**src/rtl/miriscv_int_pkg.sv**
```systemverilog
// miriscv_int_pkg
//   Shared definitions for the interrupt controller slice: the controller
//   state enum, the interrupt-line limit, the mcause interrupt bit position
//   and a small index helper used by round-robin arbitration.
//   No ports.
package miriscv_int_pkg;

   localparam int unsigned INT_NUM_MAX    = 32;
   localparam int unsigned MCAUSE_INT_BIT = 31;
   localparam int unsigned ID_W           = 5;

   typedef enum logic [1:0] {
      IDLE,
      PEND,
      SERVE,
      FIN
   } int_state_e;

   // Next index after idx, wrapping to 0 at n.
   function automatic logic [ID_W-1:0] wrap_inc(input logic [ID_W-1:0] idx,
                                                input int unsigned     n);
      if (32'(idx) + 32'd1 >= n) return '0;
      return idx + 5'd1;
   endfunction

endpackage

```
**src/rtl/miriscv_int_ctrl_if.sv**
```systemverilog
// miriscv_int_ctrl_if
//   Bundles the interrupt request/enable lines and the core trap handshake.
//   Signals:
//     int_req_i  [INT_NUM] level requests from interrupt sources
//     mie_i      [INT_NUM] per-line enable mask from the CSR file
//     int_o                trap request to the core
//     mcause_o   [32]      cause value for the core
//     int_ack_i            core has taken the trap
//     int_done_i           core executed mret
//     int_fin_o  [INT_NUM] one-hot completion pulse to the serviced source
//   Modports: master (core/CSR/source side), slave (controller side).
interface miriscv_int_ctrl_if #(
   parameter int unsigned INT_NUM = 32
);

   logic [INT_NUM-1:0] int_req_i;
   logic [INT_NUM-1:0] mie_i;
   logic               int_o;
   logic [31:0]        mcause_o;
   logic               int_ack_i;
   logic               int_done_i;
   logic [INT_NUM-1:0] int_fin_o;

   modport master (
      output int_req_i, mie_i, int_ack_i, int_done_i,
      input  int_o, mcause_o, int_fin_o
   );

   modport slave (
      input  int_req_i, mie_i, int_ack_i, int_done_i,
      output int_o, mcause_o, int_fin_o
   );

endinterface

```
**src/rtl/miriscv_int_prio_enc.sv**
```systemverilog
// miriscv_int_prio_enc
//   Circular priority encoder: searches req_i starting at start_i, wrapping
//   modulo INT_NUM, and returns the first set index.
//   Ports:
//     req_i   [INT_NUM] candidate lines
//     start_i [5]       first index to examine (must be < INT_NUM)
//     valid_o           some bit of req_i is set
//     idx_o   [5]       winning index (0 when valid_o=0)
module miriscv_int_prio_enc
   import miriscv_int_pkg::*;
#(
   parameter int unsigned INT_NUM = 32
) (
   input  logic [INT_NUM-1:0] req_i,
   input  logic [ID_W-1:0]    start_i,
   output logic               valid_o,
   output logic [ID_W-1:0]    idx_o
);

   always_comb begin
      int unsigned        pos;
      logic [INT_NUM-1:0] shifted;
      valid_o = 1'b0;
      idx_o   = '0;
      pos     = 0;
      shifted = '0;
      for (int unsigned i = 0; i < INT_NUM; i++) begin
         pos = 32'(start_i) + i;
         if (pos >= INT_NUM) pos = pos - INT_NUM;
         shifted = req_i >> pos;
         if (!valid_o && shifted[0]) begin
            valid_o = 1'b1;
            idx_o   = pos[ID_W-1:0];
         end
      end
   end

endmodule

```
**src/rtl/miriscv_int_ctrl.sv**
```systemverilog
// miriscv_int_ctrl
//   Interrupt controller: arbitrates enabled level requests, raises a trap
//   request to the core, tracks the ack/mret handshake and pulses a one-hot
//   completion back to the serviced source.
//   Ports:
//     clk_i   system clock, rising edge
//     rst_i   asynchronous active-high reset
//     bus     miriscv_int_ctrl_if.slave (requests, mask, trap handshake)
//   Build option:
//     MIRISCV_INT_RR_EN  defined   -> round-robin arbitration
//                        undefined -> fixed priority, lowest index wins
module miriscv_int_ctrl
   import miriscv_int_pkg::*;
#(
   parameter int unsigned INT_NUM = 32
) (
   input logic               clk_i,
   input logic               rst_i,
   miriscv_int_ctrl_if.slave bus
);

   int_state_e         state_q, state_d;
   logic [ID_W-1:0]    id_q;
   logic [ID_W-1:0]    start_idx;
   logic [INT_NUM-1:0] eligible;
   logic               arb_valid;
   logic [ID_W-1:0]    arb_idx;

   always_comb eligible = bus.int_req_i & bus.mie_i;

`ifdef MIRISCV_INT_RR_EN
   logic [ID_W-1:0] rr_ptr_q;

   // Pointer moves only on entry to FIN, so the next search begins just
   // past the line that was last completed.
   always_ff @(posedge clk_i or posedge rst_i) begin
      if (rst_i) rr_ptr_q <= '0;
      else if (state_q == SERVE && bus.int_done_i) rr_ptr_q <= wrap_inc(id_q, INT_NUM);
   end

   always_comb start_idx = rr_ptr_q;
`else
   always_comb start_idx = '0;
`endif

   miriscv_int_prio_enc #(
      .INT_NUM (INT_NUM)
   ) u_prio_enc (
      .req_i   (eligible),
      .start_i (start_idx),
      .valid_o (arb_valid),
      .idx_o   (arb_idx)
   );

   always_ff @(posedge clk_i or posedge rst_i) begin
      if (rst_i) state_q <= IDLE;
      else       state_q <= state_d;
   end

   // The arbiter result is consumed only in IDLE, so the line being
   // completed in FIN never competes and back-to-back services are always
   // separated by an IDLE cycle.
   always_comb begin
      state_d = state_q;
      unique case (state_q)
         IDLE:    if (arb_valid)      state_d = PEND;
         PEND:    if (bus.int_ack_i)  state_d = SERVE;
         SERVE:   if (bus.int_done_i) state_d = FIN;
         FIN:                         state_d = IDLE;
         default:                     state_d = IDLE;
      endcase
   end

   always_ff @(posedge clk_i or posedge rst_i) begin
      if (rst_i) id_q <= '0;
      else if (state_q == IDLE && arb_valid) id_q <= arb_idx;
   end

   always_comb begin
      bus.int_o                    = (state_q == PEND);
      bus.mcause_o                 = '0;
      bus.mcause_o[MCAUSE_INT_BIT] = 1'b1;
      bus.mcause_o[ID_W-1:0]       = id_q;
      bus.int_fin_o                = '0;
      if (state_q == FIN) bus.int_fin_o = INT_NUM'(1) << id_q;
   end

endmodule

```
**src/flat_wrapper.sv**
```systemverilog
// flat-port wrapper written by rule: the top's interface ports become plain ports
module miriscv_int_ctrl_flat import miriscv_int_pkg::*;
#(
   parameter int unsigned INT_NUM = 32
)
  (clk_i, rst_i, bus_int_req_i, bus_mie_i, bus_int_ack_i, bus_int_done_i, bus_int_o, bus_mcause_o, bus_int_fin_o);
  miriscv_int_ctrl_if #(.INT_NUM(INT_NUM)) bus_i ();
  input logic clk_i;
  input logic rst_i;
  input wire logic [$bits(bus_i.int_req_i)-1:0] bus_int_req_i;
  input wire logic [$bits(bus_i.mie_i)-1:0] bus_mie_i;
  input wire logic [$bits(bus_i.int_ack_i)-1:0] bus_int_ack_i;
  input wire logic [$bits(bus_i.int_done_i)-1:0] bus_int_done_i;
  output wire logic [$bits(bus_i.int_o)-1:0] bus_int_o;
  output wire logic [$bits(bus_i.mcause_o)-1:0] bus_mcause_o;
  output wire logic [$bits(bus_i.int_fin_o)-1:0] bus_int_fin_o;
  assign bus_i.int_req_i = bus_int_req_i;
  assign bus_i.mie_i = bus_mie_i;
  assign bus_i.int_ack_i = bus_int_ack_i;
  assign bus_i.int_done_i = bus_int_done_i;
  assign bus_int_o = bus_i.int_o;
  assign bus_mcause_o = bus_i.mcause_o;
  assign bus_int_fin_o = bus_i.int_fin_o;
  miriscv_int_ctrl #(.INT_NUM(INT_NUM)) u_core (.clk_i(clk_i), .rst_i(rst_i), .bus(bus_i));
endmodule
```
**config.mk**
```make
export PLATFORM = sky130hd
export DESIGN_NAME = miriscv_int_ctrl_flat
export DESIGN_NICKNAME = d
export VERILOG_FILES = /design/src/rtl/miriscv_int_pkg.sv /design/src/rtl/miriscv_int_ctrl_if.sv /design/src/rtl/miriscv_int_prio_enc.sv /design/src/rtl/miriscv_int_ctrl.sv /design/src/flat_wrapper.sv
export SDC_FILE = /design/constraint.sdc
export NUM_CORES = 1
export LEC_CHECK = 0
export ABC_CLOCK_PERIOD_IN_PS = 1750
export CAP_MARGIN = 20
export CORE_MARGIN = 5
export CORE_UTILIZATION = 31
export CTS_CLUSTER_SIZE = 40
export DETAILED_ROUTE_END_ITERATION = 16
export GPL_TIMING_DRIVEN = 1
export PLACE_DENSITY_LB_ADDON = 0.25
export SYNTH_ARGS = -nofsm -noshare
export SYNTH_HDL_FRONTEND = slang
export SYNTH_SLANG_ARGS = --single-unit
```
**constraint.sdc**
```tcl
create_clock -name clk_i -period 1.75 [get_ports clk_i]
set_input_delay 0.35 -clock clk_i [delete_from_list [all_inputs] [get_ports clk_i]]
set_output_delay 0.35 -clock clk_i [all_outputs]
set_load 0.01 [all_outputs]
```
=== After elaboration in Yosys (flattened, before gate mapping) ===
Cells that the tools add are included.

* Bits in writable memories: 0
* Output and inout bits: 65
* Input bits: 68
* Logic and storage cells: 143
* Bits in latches: 0
* Bits in read-only memories: 0
* Register bits: 7
* Memories: 0

* Shift-type cells: 1
* Multiply operators: 0
* Reductions and logical operators: 65
* Multiplexer cells: 68
* Equality and inequality tests: 6
* Order comparisons: 0
* $add $sub $neg: 0
* Div/mod/pow operators: 0
* Bitwise gates (word level): 1

{| class="wikitable"
|+ Operators by type and width
! operator !! number
|-
| two-way mux 5 bit || 30
|-
| two-way mux 1 bit || 33
|-
| AND 32 bit || 1
|-
| logical AND 1 bit || 32
|-
| two-way mux 32 bit || 1
|-
| << shifter 1 x 5 -> 32 bit (first input constant) || 1
|-
| logical NOT 1 bit || 31
|-
| case mux 2 bit (4 select lines) || 1
|-
| two-way mux 2 bit || 3
|-
| == test 2 bit (second input constant) || 2
|-
| != test 2 bit (second input constant) || 2
|-
| AND reduction 3 bit || 1
|-
| == test 2 x 1 -> 1 bit (second input constant) || 1
|-
| logical NOT 2 bit || 1
|-
| != test 2 x 1 -> 1 bit (second input constant) || 1
|}

=== Depth between registers and ports, before layout ===
Gate-level depths: netlist of run 1.

* Depth in word-level cells: 97
* Depth in mapped cells: 6
* Gate-level depth less buffers: 6

=== Hierarchy ===
From an unflattened synthesis of run 1, not the netlist that was laid out.

* Cell total of the unflattened synthesis: 809
* Area total of the unflattened synthesis: 6986.7 µm²

{| class="wikitable"
|+ By module, submodules not included
! module !! sequential area each (µm²) !! instances !! cells an instance !! area each (µm²)
|-
| miriscv_int_prio_enc || 0.0 || 1 || 669 || 5930.7
|-
| miriscv_int_ctrl || 175.2 || 1 || 140 || 1056.0
|}

=== Worst setup path after synthesis of run 1 ===
Ideal clock, no wire load.

* Kind: register to output
* Start: reg u_core.state_q[0]
* End: out bus_int_fin_o[10]
* Arrival time: 1.256 ns
* Data required time: 1.400 ns
* Stages on the path, launching flop included: 5
* Setup slack: 0.144 ns
* Path buffers: 0
* Cells stage by stage: dfrtp_1 > ha_1 > nor2b_1 > nand3_1 > nor3_1

* Longest elaborated chain between the ends: 2

{| class="wikitable"
|+ Ends and longest elaborated chain
! item !! RTL line !! RTL
|-
| start, declared || miriscv_int_ctrl.sv:22 || <nowiki>int_state_e state_q, state_d;</nowiki>
|-
| start signal, assigned || miriscv_int_ctrl.sv:57 || <nowiki>else state_q <= state_d;</nowiki>
|-
| == test 2 bit || miriscv_int_ctrl.sv:85 || <nowiki>if (state_q == FIN) bus.int_fin_o = INT_NUM'(1) << id_q;</nowiki>
|-
| two-way mux 32 bit || miriscv_int_ctrl.sv:85 ||
|-
| end, declared || flat_wrapper.sv:16 || <nowiki>output wire logic [$bits(bus_i.int_fin_o)-1:0] bus_int_fin_o;</nowiki>
|}

No other way between the ends.

=== Worst setup path after layout of run 1 ===
* Start: reg u_core.state_q[1]
* End: out bus_int_fin_o[2]

The elaborated chain is that of the path after synthesis.

==> results of run 1 <==
power groups by stage:
stage / clock network, mW / registers (mW) / logic [mW]
2_1_floorplan: 0 / 0.347 / 0.720
3_3_place_gp: 0 / 0.327 / 1.46
3_5_place_dp: 0 / 0.332 / 1.49
4_1_cts: 0.226 / 0.345 / 1.58
5_1_grt: 0.238 / 0.371 / 2.00
6_report: 0.229 / 0.354 / 1.86
cell type report:
class | instances | area, sq um
clock buffer | 4 | 45.0
timing repair buffer | 156 | 1280
tap | 52 | 65.1
multi-input combinational | 173 | 1270
fill | 401 | 1510
inverter | 8 | 30.0
sequential | 7 | 179
through the flow:
stage,cell area [sq um],setup TNS (ps),setup WS (ps),utilization (%),cells
2_1_floorplan,1500,0,144,-,219
3_3_place_gp,2650,-6080,-332,60.4,378
3_5_place_dp,2650,-7490,-377,60.4,378
4_1_cts,2720,-377,-77.0,62.0,390
5_1_grt,2880,-1420,-160,65.6,400
6_report,2880,-295,-74.5,65.6,400
worst register-to-register path, stage by stage, from the launching register on:
cell                      delay, ps
sky130_fd_sc_hd__dfrtp_1        370
sky130_fd_sc_hd__buf_4          130
sky130_fd_sc_hd__buf_4          130
sky130_fd_sc_hd__inv_1           90
sky130_fd_sc_hd__ha_2           250
sky130_fd_sc_hd__nor2b_4        230
sky130_fd_sc_hd__mux2_4         310
routing by layer:
metal / global-route usage, % / vias to the layer above / part of all wire (%)
li1: - / 960 / -
met1: 15.7 / 908 / 37
met2: 31.5 / 79 / 55
met3: 2.66 / 2 / 7.3
met4: 2.06 / 0 / 0.35
met5: 0 / - / 0
flip-flops by register name (all words and copies together), names as in the netlist:
register        cells
u_core.id_q         5
u_core.state_q      2
kinds of logic (layout without fill, tap and decap cells):
group	count (synthesis)	after routing	share of synthesized area [%]
AND/OR/NAND/NOR	88	88	31.2
multiplexers	1	1	1.06
flip-flops	7	7	12.4
adder cells (fa/ha/maj)	4	4	3.55
AO/OA/AOI/OAI	53	53	33.4
buffers and inverters	39	168	17.8
other	2	27	0.533
final timing paths:
path                                                 endpoint  cells after the start
worst max-delay path                         bus_int_fin_o[2]                      6
worst max register to register     u_core.id_q[3]$_DFFE_PP0P_                      6
worst min-delay path               u_core.id_q[3]$_DFFE_PP0P_                      2
max in group asynchronous          u_core.id_q[2]$_DFFE_PP0P_                      2
worst min register to register  u_core.state_q[0]$_DFFE_PP0P_                      3
min in group clk_i                 u_core.id_q[2]$_DFFE_PP0P_                      5
what timing repair did:
action                     4_1_cts  5_1_grt
setup endpoints to repair       40       41
pin swaps                       25       27
buffers inserted                 8       10
resized for setup              165       91
cell usage in the layout (no fill, tap or decap), drive strengths merged, types with 4 or more instances in the layout:
cell type / n
nor2b: 4
nand2: 24
clkdlybuf4s15: 12
a22oi: 18
ha: 4
conb: 27
inv: 8
buf: 77
clkdlybuf4s50: 8
nand4: 5
nor3: 9
clkbuf: 13
a32oi: 5
a21oi: 7
dlygate4sd2: 31
nor2: 33
dfrtp: 7
o21ai: 6
nand2b: 7
dlymetal6s2s: 19
==> results_tabular.tex, run 1 <==
\begin{tabular}{lr}
\hline
Metric & Value \\
\hline
\multicolumn{2}{l}{\textbf{Pwr}} \\
\quad Sequential share of power & 14.5\% \\
\quad Switching portion of total power & 42.9\% \\
\quad Static leakage power & 1.55 nW \\
\quad P\_int & 1.40 mW \\
\quad Share of total power in combinational logic & 76.2\% \\
\quad Total power of the final layout & 2.45 mW \\
\quad Cell area power density & 851 mW/mm\^{}2 \\
\quad IR drop worst, VDD & 0.456 mV \\
\quad Clock share of power & 9.4\% \\
\quad Net load switching power & 1.05 mW \\
\multicolumn{2}{l}{\textbf{Clocking}} \\
\quad H-tree depth & 1 \\
\quad Total clock buffers created by CTS & 3 \\
\quad Bufs on Longest Clock Path & 2 \\
\quad TritonCTS clock tree & built \\
\quad Clk Latency, worst-skew pair & 220 ps \\
\quad Clock Root Buffer & sky130\_fd\_sc\_hd\_\_clkbuf\_8 \\
\quad CTS Sinks & 7 \\
\quad Clock slew seen by the registers of the worst setup and hold paths & 40 ps \\
\quad Number of buffers inserted for hold repair after clock tree synthesis & 0 \\
\multicolumn{2}{l}{\textbf{Timing}} \\
\quad Setup repair after global routing missed its margin & true \\
\quad Final max-slew violation count & 0 \\
\quad Final Hold Vio Count & 0 \\
\quad Final period util & 104\% \\
\quad Final setup violating endpoints & 8 \\
\quad Post-route worst hold slack & 367 ps \\
\quad Post-layout min period & 1820 ps \\
\quad Final worst slack & -74.5 ps \\
\quad Achievable frequency & 548 MHz \\
\quad Post-Route Skew & 1.09 ps \\
\multicolumn{2}{l}{\textbf{Worst setup path}} \\
\quad Start point of the critical path & u\_core.state\_q[1]\$\_DFFE\_PP0P\_ \\
\quad FF-to-FF Start & u\_core.state\_q[1]\$\_DFFE\_PP0P\_ \\
\quad Type of destination of the critical path & output port \\
\quad Buf+Inv Stages, Crit Path & 2 \\
\quad Critical Path, Cell by Cell & ha\_2 > nor2b\_4 > buf\_6 > nand2b\_4 > nor3\_2 > buf\_2 \\
\quad Crit-path max cell delay & 340 ps \\
\quad Kind of cell with the highest combined delay on the critical path & simple AND/OR/NAND/NOR gates \\
\quad Worst reg-to-reg setup slack & 110 ps \\
\quad Crit Path Category & flip-flop to output port \\
\quad WP data required & 1400 ps \\
\quad Crit path arrival time & 1470 ps \\
\quad Critical path fanouts, max & 4 \\
\quad Element type at the critical path start & flip-flop \\
\quad Critical-path cell with the highest stage delay & sky130\_fd\_sc\_hd\_\_dfrtp\_1 \\
\multicolumn{2}{l}{\textbf{Finish}} \\
\quad Fraction of layout cells with a size suffix above 1 & 41.4\% \\
\quad Total number of nets in the final design & 421 \\
\quad Area overhead of the layout relative to synthesis & 104\% \\
\quad Diode insertion count for antenna repair & 0 \\
\multicolumn{2}{l}{\textbf{Place}} \\
\quad Number of buffer cells added on primary ports & 105 \\
\quad Routability-driven placement congestion ratio & 0.752 \\
\quad Detailed placer's ending HPWL & 4330 microns \\
\multicolumn{2}{l}{\textbf{Min path}} \\
\quad Type of the worst min-delay path & input port to async pin \\
\multicolumn{2}{l}{\textbf{Detailed routing}} \\
\quad Vias after detailed routing & 1949 \\
\quad Vias per std cell & 4.87 \\
\quad Detail Route Antenna Nets & 0 \\
\quad Detailed-route wire length & 5380 microns \\
\quad Post-detailed-route wirelength per cell & 13.5 microns \\
\quad Violation count after the first detailed-routing iteration & 33 \\
\quad First drt pass iteration count & 4 \\
\quad Detailed-route DRC error count & 0 \\
\multicolumn{2}{l}{\textbf{Yosys}} \\
\quad Cell count after synthesis & 194 \\
\quad Number of synthesized register bits & 7 \\
\quad Average instance area after synthesis & 7.27 sq um \\
\quad Leading post-synthesis cells by cell area & sky130\_fd\_sc\_hd\_\_buf\_4 15\%, sky130\_fd\_sc\_hd\_\_dfrtp\_1 12\%, sky130\_fd\_sc\_hd\_\_nor2\_1 8.8\% \\
\quad Post-synth EDFFs & 0 \\
\quad Number of warnings reported in the yosys synthesis log & 0 \\
\quad Synth cell count leaders & 33 x sky130\_fd\_sc\_hd\_\_nor2\_1, 28 x sky130\_fd\_sc\_hd\_\_buf\_4, 24 x sky130\_fd\_sc\_hd\_\_nand2\_1 \\
\quad Most instantiated flip-flop cell in the synthesis netlist & sky130\_fd\_sc\_hd\_\_dfrtp\_1 \\
\quad Post-synth ARST share & 100\% \\
\quad Post-synthesis cell type with the largest combined area & sky130\_fd\_sc\_hd\_\_buf\_4 \\
\quad Seq/Total Area, Yosys & 12.4\% \\
\quad Synth cell types & 37 \\
\quad Library cell with the highest instance count after synthesis & sky130\_fd\_sc\_hd\_\_nor2\_1 \\
\quad Area share of the largest cell type after synthesis & 14.9\% \\
\quad Post-Synthesis Cell Area & 0.00141 sq mm \\
\multicolumn{2}{l}{\textbf{Outcome}} \\
\quad Failing checks & setup timing \\
\quad Result of the run & complete, but fails checks \\
\multicolumn{2}{l}{\textbf{Global route}} \\
\quad Number of global-route vias before repair & 1966 \\
\quad Overflow left after global routing & 0 \\
\quad Global-route usage over all layers & 15.1\% \\
\quad Pin count of the biggest net entering global routing & 13 \\
\quad First-pass GRT wire length & 8030 microns \\
\quad Antenna violations before repair & 0 \\
\multicolumn{2}{l}{\textbf{Die}} \\
\quad DIE WIDTH & 77.4 microns \\
\quad Die area & 0.00600 sq mm \\
\quad Starting utilization of the core area & 32.2\% \\
\quad Number of core rows & 24 \\
\quad Vertical die dimension & 77.4 microns \\
\quad Area of the core & 0.00438 sq mm \\
\quad Boundary pin count & 133 \\
\multicolumn{2}{l}{\textbf{Job}} \\
\quad Max-cap check violation count & 0 \\
\hline
\end{tabular}
Power figures use the tool's default switching activity.
==> run 2, diff against run 1 <==
Settings changed: CTS_CLUSTER_DIAMETER from default to 60, CTS_CLUSTER_SIZE 40 to default.
==> results of run 2 <==
Same layout as run 1: the final DEF is identical, and so are final timing and power.
==> run 3, diff against run 2 <==
Settings changed: CORE_ASPECT_RATIO from default to 1.75.
==> results_tabular.tex, run 3 (synthesized netlist as in run 1, its figures left out) <==
\begin{tabular}{lr}
\hline
Metric & Value \\
\hline
\multicolumn{2}{l}{\textbf{Worst setup path}} \\
\quad Critical-path cell with the highest stage delay & sky130\_fd\_sc\_hd\_\_dfrtp\_1 \\
\quad Critical path fanouts, max & 4 (unchanged) \\
\quad Crit path arrival time & 1460 ps (about the same) \\
\quad End of the worst register-to-register path & u\_core.id\_q[3]\$\_DFFE\_PP0P\_ \\
\quad Crit-path max cell delay & 340 ps (about the same) \\
\quad R2R depth & 6 (unchanged) \\
\quad FF-to-FF Start & u\_core.state\_q[0]\$\_DFFE\_PP0P\_ \\
\quad Buf+Inv Stages, Crit Path & 2 (unchanged) \\
\quad Type of destination of the critical path & output port \\
\quad Crit Path Category & flip-flop to output port \\
\quad WP data required & 1400 ps (about the same) \\
\quad Worst reg-to-reg setup slack & 150 ps (+40 ps) \\
\quad Element type at the critical path start & flip-flop \\
\quad Critical Path, Cell by Cell & ha\_2 > nor2b\_4 > buf\_12 > nand3\_4 > nor3\_2 > buf\_2 \\
\quad Kind of cell with the highest combined delay on the critical path & simple AND/OR/NAND/NOR gates \\
\multicolumn{2}{l}{\textbf{Pwr}} \\
\quad Clock share of power & 9.4\% (about the same) \\
\quad Share of total power in combinational logic & 76.9\% (+0.7 points) \\
\quad Net load switching power & 1.06 mW (+0.98\%) \\
\quad IR drop worst, VDD & 0.815 mV (+79\%) \\
\quad Sequential share of power & 13.7\% (-0.8 points) \\
\quad Static leakage power & 1.57 nW (+1.0\%) \\
\quad P\_int & 1.40 mW (about the same) \\
\quad Switching portion of total power & 43.1\% (+0.25 points) \\
\quad Cell area power density & 844 mW/mm\^{}2 (-0.76\%) \\
\multicolumn{2}{l}{\textbf{Finish}} \\
\quad Flip-flop count of the largest register after layout & 5 (unchanged) \\
\quad Area overhead of the layout relative to synthesis & 106\% \\
\quad Biggest register & u\_core.id\_q \\
\quad Total number of nets in the final design & 423 (+0.48\%) \\
\quad Core Util, Final & 66.1\% (+0.47 points) \\
\quad Leading registers by flop count & u\_core.id\_q x5, u\_core.state\_q x2 \\
\quad Leading cell type in the layout, fill and taps excluded & sky130\_fd\_sc\_hd\_\_buf\_4 \\
\quad Most frequent cells in the layout & 50 x sky130\_fd\_sc\_hd\_\_buf\_4, 32 x sky130\_fd\_sc\_hd\_\_dlygate4sd2\_1, 27 x sky130\_fd\_sc\_hd\_\_conb\_1 \\
\quad Fraction of layout cells with a size suffix above 1 & 43.7\% (+2.3 points) \\
\quad Diode insertion count for antenna repair & 0 (unchanged) \\
\multicolumn{2}{l}{\textbf{Timing}} \\
\quad Post-Route Setup TNS & -296 ps (-1.24 ps) \\
\quad Post-Route Skew & 0.892 ps (-0.200 ps) \\
\quad Post-layout min period & 1810 ps (-15.5 ps) \\
\quad Final setup violating endpoints & 13 (+5) \\
\quad Final period util & 103\% (-0.89 points) \\
\quad Final max-slew violation count & 0 (unchanged) \\
\quad Final Hold Vio Count & 0 (unchanged) \\
\quad Achievable frequency & 553 MHz (+0.86\%) \\
\quad Setup repair after global routing missed its margin & true \\
\quad Final worst slack & -58.9 ps (+15.5 ps) \\
\multicolumn{2}{l}{\textbf{Clocking}} \\
\quad Bufs on Longest Clock Path & 2 (unchanged) \\
\quad Clock Root Buffer & sky130\_fd\_sc\_hd\_\_clkbuf\_8 \\
\quad Clk Latency, worst-skew pair & 230 ps (about the same) \\
\quad TritonCTS clock tree & built \\
\quad CTS Sinks & 7 (unchanged) \\
\quad Total clock buffers created by CTS & 3 (unchanged) \\
\quad Clock slew seen by the registers of the worst setup and hold paths & 40 ps (about the same) \\
\quad H-tree depth & 1 (unchanged) \\
\multicolumn{2}{l}{\textbf{Outcome}} \\
\quad Result of the run & complete, but fails checks \\
\quad Failing checks & setup timing \\
\multicolumn{2}{l}{\textbf{Die}} \\
\quad Starting utilization of the core area & 32.0\% (-0.15 points) \\
\quad Vertical die dimension & 99.2 microns (+28\%) \\
\quad DIE WIDTH & 61.0 microns (-21\%) \\
\quad Area of the core & 0.00440 sq mm (+0.46\%) \\
\quad Die area & 0.00605 sq mm (+0.89\%) \\
\quad Number of core rows & 32 (+33\%) \\
\quad Boundary pin count & 133 (unchanged) \\
\multicolumn{2}{l}{\textbf{Detailed routing}} \\
\quad Vias after detailed routing & 1961 (+0.62\%) \\
\quad Detail Route Antenna Nets & 0 (unchanged) \\
\quad Vias per std cell & 4.89 (+0.36\%) \\
\quad Detailed-route wire length & 5350 microns (-0.59\%) \\
\quad Violation count after the first detailed-routing iteration & 51 (+55\%) \\
\quad First drt pass iteration count & 4 (unchanged) \\
\quad Detailed-route DRC error count & 0 (unchanged) \\
\quad Post-detailed-route wirelength per cell & 13.3 microns (-0.84\%) \\
\multicolumn{2}{l}{\textbf{Global route}} \\
\quad Global-route usage over all layers & 16.6\% (+1.5 points) \\
\quad Number of global-route vias before repair & 2031 (+3.3\%) \\
\quad First-pass GRT wire length & 8100 microns (+0.86\%) \\
\quad Pin count of the biggest net entering global routing & 13 (unchanged) \\
\quad Overflow left after global routing & 0 (unchanged) \\
\quad Antenna violations before repair & 0 (unchanged) \\
\multicolumn{2}{l}{\textbf{Place}} \\
\quad DP Worst Slack & -429 ps (-51.8 ps) \\
\quad Detailed placer's ending HPWL & 4480 microns (+3.4\%) \\
\quad Number of buffer cells added on primary ports & 105 (unchanged) \\
\quad Routability-driven placement congestion ratio & 0.777 (+3.3\%) \\
\multicolumn{2}{l}{\textbf{Min path}} \\
\quad Type of the worst min-delay path & input port to async pin \\
\multicolumn{2}{l}{\textbf{Job}} \\
\quad Max-cap check violation count & 0 (unchanged) \\
\hline
\end{tabular}
-- run 3: cell types whose count changed in the layout (fill, tap and decap cells not counted), sizes merged --
| cell | change |
|---|---|
| buf | +1 |
| clkbuf | +3 |
| dlygate4sd2 | +1 |
| clkinv | +1 |
| clkdlybuf4s15 | -4 |
-- run 3: area by class of cell --
type | instances | area (sq um)
clock buffer | 3 | 41.3
clock inverter | 1 | 5.00
fill | 401 | 1500
inverter | 8 | 30.0
multi-input combinational | 173 | 1280
sequential | 7 | 178
tap | 51 | 63.8
timing repair buffer | 158 | 1320
-- run 3: repair_timing --
item                       CTS  global route
resized for setup          183            84
setup endpoints to repair   40            40
buffers inserted            15             2
hold buffers                 0             0
pin swaps                   23            21
-- run 3: worst max-delay path by stage --
stage | startpoint | end | slack [ps] | cells past startpoint
floorplan | u_core.state_q[0]$_DFFE_PP0P_ | bus_int_fin_o[10] | 140 | 4
global placement | bus_int_req_i[24] | u_core.id_q[3]$_DFFE_PP0P_ | -380 | 7
detailed placement | bus_int_req_i[24] | u_core.id_q[3]$_DFFE_PP0P_ | -430 | 7
CTS | u_core.state_q[1]$_DFFE_PP0P_ | bus_int_fin_o[20] | -70 | 6
global route | u_core.state_q[0]$_DFFE_PP0P_ | bus_int_fin_o[20] | -160 | 6
finish | u_core.state_q[0]$_DFFE_PP0P_ | bus_int_fin_o[10] | -60 | 6
-- run 3: power by group through the flow --
stage          registers, mW  clock network [mW]  logic (mW)
6_report               0.335               0.231        1.89
5_1_grt                0.350               0.242        2.07
3_5_place_dp           0.323                   0        1.52
3_3_place_gp           0.318                   0        1.51
4_1_cts                0.327               0.235        1.69
2_1_floorplan          0.347                   0       0.720
-- run 3: worst reg2reg max path: stages, from the launching register on --
cell and delay, ps:
sky130_fd_sc_hd__dfrtp_1 370, sky130_fd_sc_hd__buf_4 130, sky130_fd_sc_hd__buf_4 130, sky130_fd_sc_hd__inv_1 80, sky130_fd_sc_hd__ha_2 250, sky130_fd_sc_hd__nor2b_4 210, sky130_fd_sc_hd__mux2_4 310
-- run 3: metrics by stage --
stage	area, sq um	cells	total power, mW	hold WS (ps)
after floorplan	1500	219	1.07	153
after global placement	2680	380	1.82	594
after detailed placement	2680	380	1.84	600
after CTS	2770	399	2.25	356
after global routing	2910	401	2.66	389
final	2910	401	2.46	344
-- run 3: per-layer routing --
layer / up-vias / GRT usage [%] / routed length [microns]
li1: 960 / - / -
met1: 900 / 14.1 / 1520
met2: 90 / 35.2 / 3250
met3: 11 / 2.86 / 486
met4: 0 / 4.84 / 89
met5: - / 0 / 0
